--- config.mk ---
export PLATFORM = sky130hd
export DESIGN_NAME = uc_select_nway
export DESIGN_NICKNAME = d
export VERILOG_FILES = /design/src/rtl/uc_select_nway.sv
export SDC_FILE = /design/constraint.sdc
export NUM_CORES = 1
export LEC_CHECK = 0
export BUFFER_PORTS_ARGS = -buffer_cell sky130_fd_sc_hd__buf_2
export CAP_MARGIN = 0
export CORE_ASPECT_RATIO = 1.4
export CORE_MARGIN = 4
export CORE_UTILIZATION = 30
export DETAILED_ROUTE_END_ITERATION = 8
export PLACE_DENSITY_LB_ADDON = 0.3
export SLEW_MARGIN = 15
export SYNTH_ARGS = -nofsm -noshare
export SYNTH_HDL_FRONTEND = slang
export SYNTH_SLANG_ARGS = --single-unit
--- constraint.sdc ---
create_clock -name clk -period 2.5 [get_ports clk]
set_input_delay 0.625 -clock clk [delete_from_list [all_inputs] [get_ports clk]]
set_output_delay 0.625 -clock clk [all_outputs]
set_load 0.01 [all_outputs]
--- src/rtl/uc_select_nway.sv ---
// uc_select_nway: N-way redundant processor supervisor with retrying resets and non-preemptive failover.
module uc_select_nway #(
  parameter int N_UC        = 4,
  parameter int SEL_W       = 2,
  parameter int WD_TIMEOUT  = 1000,
  parameter int RST_PULSE   = 16,
  parameter int MAX_RETRIES = 3,
  parameter int CNT_W       = 16
) (
  input  logic             clk,
  input  logic             reset,
  input  logic [N_UC-1:0]  error_uc,
  input  logic [N_UC-1:0]  mon1_uc,
  input  logic [N_UC-1:0]  mon2_uc,
  output logic [N_UC-1:0]  reset_uc,
  output logic [SEL_W-1:0] selected_processor,
  output logic             selected_valid,
  output logic [N_UC-1:0]  failed,
  output logic             all_failed,
  output logic             failover_pulse
);
  typedef enum logic [1:0] {RUN, PULSE, RECOVER, DEAD} state_t;
  localparam logic [CNT_W-1:0] WD_T = CNT_W'(WD_TIMEOUT);
  localparam logic [CNT_W-1:0] PL   = CNT_W'(RST_PULSE - 1);
  localparam logic [3:0]       MR   = 4'(MAX_RETRIES);
  logic [N_UC-1:0] err_a, err_s, m1_a, m1_s, m1_p, m2_a, m2_s, m2_p, e1, e2, run;
  logic [SEL_W-1:0] low;
  logic any;
  function automatic logic [CNT_W-1:0] tick(input logic e, input logic [CNT_W-1:0] w);
    return e ? '0 : (w < WD_T ? w + 1'b1 : w);
  endfunction
  always_ff @(posedge clk) begin
    if (reset) begin
      {err_a, err_s, m1_a, m1_s, m1_p, m2_a, m2_s, m2_p} <= '0;
    end else begin
      {err_a, err_s} <= {error_uc, err_a};
      {m1_a, m1_s, m1_p} <= {mon1_uc, m1_a, m1_s};
      {m2_a, m2_s, m2_p} <= {mon2_uc, m2_a, m2_s};
    end
  end
  assign e1 = m1_s ^ m1_p;
  assign e2 = m2_s ^ m2_p;
  for (genvar c = 0; c < N_UC; c++) begin : g_ch
    state_t st, st_n;
    logic [CNT_W-1:0] wd1, wd2, pc, wd1_n, wd2_n, pc_n;
    logic [3:0] rt, rt_n;
    logic sn1, sn2, sn1_n, sn2_n, fault;
    always_comb begin
      fault = err_s[c] || wd1 >= WD_T || wd2 >= WD_T;
      st_n = st;
      rt_n = rt;
      pc_n = '0;
      wd1_n = tick(e1[c], wd1);
      wd2_n = tick(e2[c], wd2);
      sn1_n = st == RECOVER && (sn1 || e1[c]);
      sn2_n = st == RECOVER && (sn2 || e2[c]);
      if (st == PULSE) begin
        wd1_n = '0;
        wd2_n = '0;
        pc_n = pc == PL ? '0 : pc + 1'b1;
        st_n = pc == PL ? RECOVER : PULSE;
      end else if (st == DEAD) begin
        wd1_n = '0;
        wd2_n = '0;
      end else if (fault) begin
        st_n = rt < MR ? PULSE : DEAD;
        rt_n = rt < MR ? rt + 1'b1 : rt;
        wd1_n = '0;
        wd2_n = '0;
        sn1_n = 1'b0;
        sn2_n = 1'b0;
      end else if (st == RECOVER && sn1 && sn2) begin
        st_n = RUN;
        wd1_n = '0;
        wd2_n = '0;
        sn1_n = 1'b0;
        sn2_n = 1'b0;
      end
    end
    always_ff @(posedge clk) begin
      if (reset) begin
        st <= RUN;
        rt <= '0;
        pc <= '0;
        wd1 <= '0;
        wd2 <= '0;
        sn1 <= 1'b0;
        sn2 <= 1'b0;
      end else begin
        st <= st_n;
        rt <= rt_n;
        pc <= pc_n;
        wd1 <= wd1_n;
        wd2 <= wd2_n;
        sn1 <= sn1_n;
        sn2 <= sn2_n;
      end
    end
    assign reset_uc[c] = st == PULSE || st == DEAD;
    assign failed[c]   = st == DEAD;
    assign run[c]      = st == RUN;
  end
  // scan downward so the last hit is the lowest running index
  always_comb begin
    low = '0;
    any = 1'b0;
    for (int i = N_UC - 1; i >= 0; i--) begin
      if (run[i]) begin
        low = SEL_W'(i);
        any = 1'b1;
      end
    end
  end
  always_ff @(posedge clk) begin
    if (reset) begin
      selected_processor <= '0;
      selected_valid <= 1'b1;
      failover_pulse <= 1'b0;
      all_failed <= 1'b0;
    end else begin
      all_failed <= &failed;
      failover_pulse <= 1'b0;
      if (selected_valid && !run[selected_processor]) begin
        selected_processor <= any ? low : selected_processor;
        selected_valid <= any;
        failover_pulse <= any;
      end else if (!selected_valid && any) begin
        selected_processor <= low;
        selected_valid <= 1'b1;
        failover_pulse <= low != selected_processor;
      end
    end
  end
endmodule
==> impl_metrics.yaml <==
clocking:
  clock_latency_ns: 0.53
  cts_sinks: 261
  cts_root_buf: "clkbuf_16"
  cts_tree: "built"
  cts_buffers: 26
  clock_path_buffers: 3
  htreeDepth: 1
  cts-hold-fix-buffers: 0
  cts_setup_buffers: 0
  clk_pin_slew_ns: 0.06
  ctsResizeCount: 0
synth:
  dominantRegCellSynth: "dfxtp_1"
  syn-cell-area_mm2: 0.0101
  ys_seq_area_share_pct: 51.9
  synth.area.top_cells: "dfxtp_1 52%, nor2_1 7.0%, xor2_1 5.8%, xnor2_1 5.4%, nand4_1 3.2%"
  ys_top_cells_by_count: "261 x dfxtp_1, 188 x nor2_1, 67 x xor2_1, 62 x xnor2_1, 52 x nand4_1"
  synth_area_per_cell_um2: 9.44
  synth_edf_count: 0
  synth_seq_cells: 261
  yosys.area.top_type: "dfxtp_1"
  syn_inst: 1067
  yosysUniqueCellTypes: 60
  async_flop_share_pct: 0
  synth.most_common_cell: "dfxtp_1"
  synth_warnings: 0
  synth_top_area_share_pct: 51.9
critical_path:
  cp.arrival_ns: 1.53
  cp_max_fo: 12
  r2r-start: "g_ch[1].wd1[10]"
  startpoint_type: "register"
  rr_worst_depth: 5
  r2r-end: "g_ch[1].wd1[7]"
  endpoint_kind: "primary output"
  required_ns: 1.88
  r2r_slack_ns: 0.50
  critical_path_class: "reg2out"
grt:
  antenna_found_initial: 0
  gr-usage-met3_pct: 2.02
  grt_pass1_vias: 6808
  gr-total-overflow: 0
  top_usage_layer: "met2"
  grt_max_degree: 28
  grt_use_met1_pct: 11.6
  grt_usage_pct: 9.92
  use_met2_pct: 17.8
  grt_pass1_wl_um: 31100
detailed_routing:
  drt_first_iter_violations: 278
  drc_errors: 0
  vias: 7032
  avgRoutedWirePerCell_um: 11.2
  ant_nets: 0
  drt-pass1-iter-count: 4
  totalWireLength_um: 18000
  vias_per_cell: 4.40
floorplan:
  rows: 79
  pin_count: 27
  initial_core_util_pct: 30.3
  die_h_um: 225
  dieArea_mm2: 0.0366
  die_w_um: 163
  core_area_mm2: 0.0332
sta:
  slew_violations: 0
  setup_viol: 0
  fmax_mhz: 465
  finalSetupTns_ns: 0
  period_needed_ns: 2.15
  rsz0062_at_grt: "no"
  slew_headroom_pct: 59.6
  tightest_slew_ns: 0.604
  period_share_pct: 86.0
  hold_viol: 0
  fin_worst_skew_ns: 0.00808
run:
  drv_cap: 0
power_and_ir_drop:
  power_w: 0.00838
  p_leak_nw: 4.17
  power.density_mw_per_mm2: 716
  vdd_drop_max_mv: 0.362
finish:
  design_area_mm2: 0.0117
  num-nets-final: 1176
  final_cells: 1598
  syn_to_final_growth_pct: 16.2
  drive_gt1_share_pct: 7.89
  diodes: 0
min_path:
  min-delay-start: "error_uc[2]"
  hp-class: "in2reg"
  hold_depth: 2
  min_to: "err_a[2]"
status:
  outcome: "finished clean"
placed_design:
  placed_cells: 1555
  placed_area_mm2: 0.0108
  portBuffers: 26
  hpwlAfterDp_um: 12600
  gp_congestion: 0.742
## layer usage
layer,routed length (um),vias to the layer above
li1,-,3695
met4,392,0
met1,7930,3220
met2,8890,87
met5,0,-
met3,743,30
## per-stage QoR
stage	hold slack [ns]	util, %	setup WS (ns)
floorplan	0.414	-	0.613
global placement	0.426	32.7	0.535
detailed placement	0.429	32.7	0.493
CTS	0.275	35.2	0.281
global route	0.287	35.2	0.235
finish	0.308	35.2	0.350
## report_power, final
group / internal, W / switching, W
clock: 0.00234 / 0.00153
combinational: 0.0000891 / 0.000123
sequential: 0.00425 / 0.0000541
total: 0.00668 / 0.00170
## final cells by class
| type | instances | area, um^2 |
|---|---|---|
| inverter | 42 | 158 |
| multi-input combinational | 773 | 4720 |
| tap | 445 | 557 |
| sequential | 261 | 5230 |
| clock buffer | 37 | 773 |
| fill | 3413 | 21500 |
| clock inverter | 6 | 82.6 |
| timing repair buffer | 34 | 190 |
## how the worst max path moves through the flow
| stage | startpoint | to | slack [ns] | depth (start not counted) |
|---|---|---|---|---|
| 3_3_place_gp | g_ch[0].pc[0] | g_ch[0].pc[13] | 0.54 | 6 |
| 2_1_floorplan | g_ch[2].pc[0] | g_ch[2].pc[10] | 0.61 | 9 |
| 4_1_cts | g_ch[0].st[0] | failed[0] | 0.28 | 2 |
| 3_5_place_dp | g_ch[1].wd1[10] | g_ch[1].wd1[7] | 0.49 | 5 |
| 5_1_grt | g_ch[0].st[0] | failed[0] | 0.23 | 2 |
| 6_report | g_ch[0].st[0] | failed[0] | 0.35 | 2 |
## sequential cells by signal (all words and copies together) (netlist names), 8 cells and up
| name | cells |
|---|---|
| g_ch.pc | 64 |
| g_ch.wd1 | 64 |
| g_ch.rt | 16 |
| g_ch.wd2 | 64 |
| g_ch.st | 8 |
## logic make-up after synthesis
logic type	after synthesis	synth area share (%)
adders and majority gates	24	2.98
muxes	8	0.795
other	1	0.0372
buffers and inverters	80	3.02
xor gates and xnor gates	129	11.2
DFF	261	51.9
AOI/OAI and AO/OA	75	5.37
and+or+nand+nor	489	24.7
## layout by cell type (no fill, tap or decap), types with 6 or more instances in the layout
cell type,Yosys,final
dfxtp_1,261,261
nor2_1,188,188
xor2_1,67,67
xnor2_1,62,62
nand4_1,52,52
conb_1,1,48
nand3_1,44,44
nand2_1,43,43
inv_1,42,42
nor2b_1,41,41
nor3_1,31,31
clkbuf_16,0,27
buf_2,2,26
nor4_1,24,24
ha_1,24,24
and3_1,21,21
a21oi_1,20,20
o21ai_0,14,14
and4_1,10,10
or3_1,8,8
mux2i_1,8,8
buf_4,0,8
and2_1,6,6
clkbuf_8,0,6
## worst max-delay path, cell delays in order (launching register included)
cell	delay (ns)
dfxtp_1	0.55
and2_1	0.28
buf_2	0.16
Power figures use the tool's default switching activity.
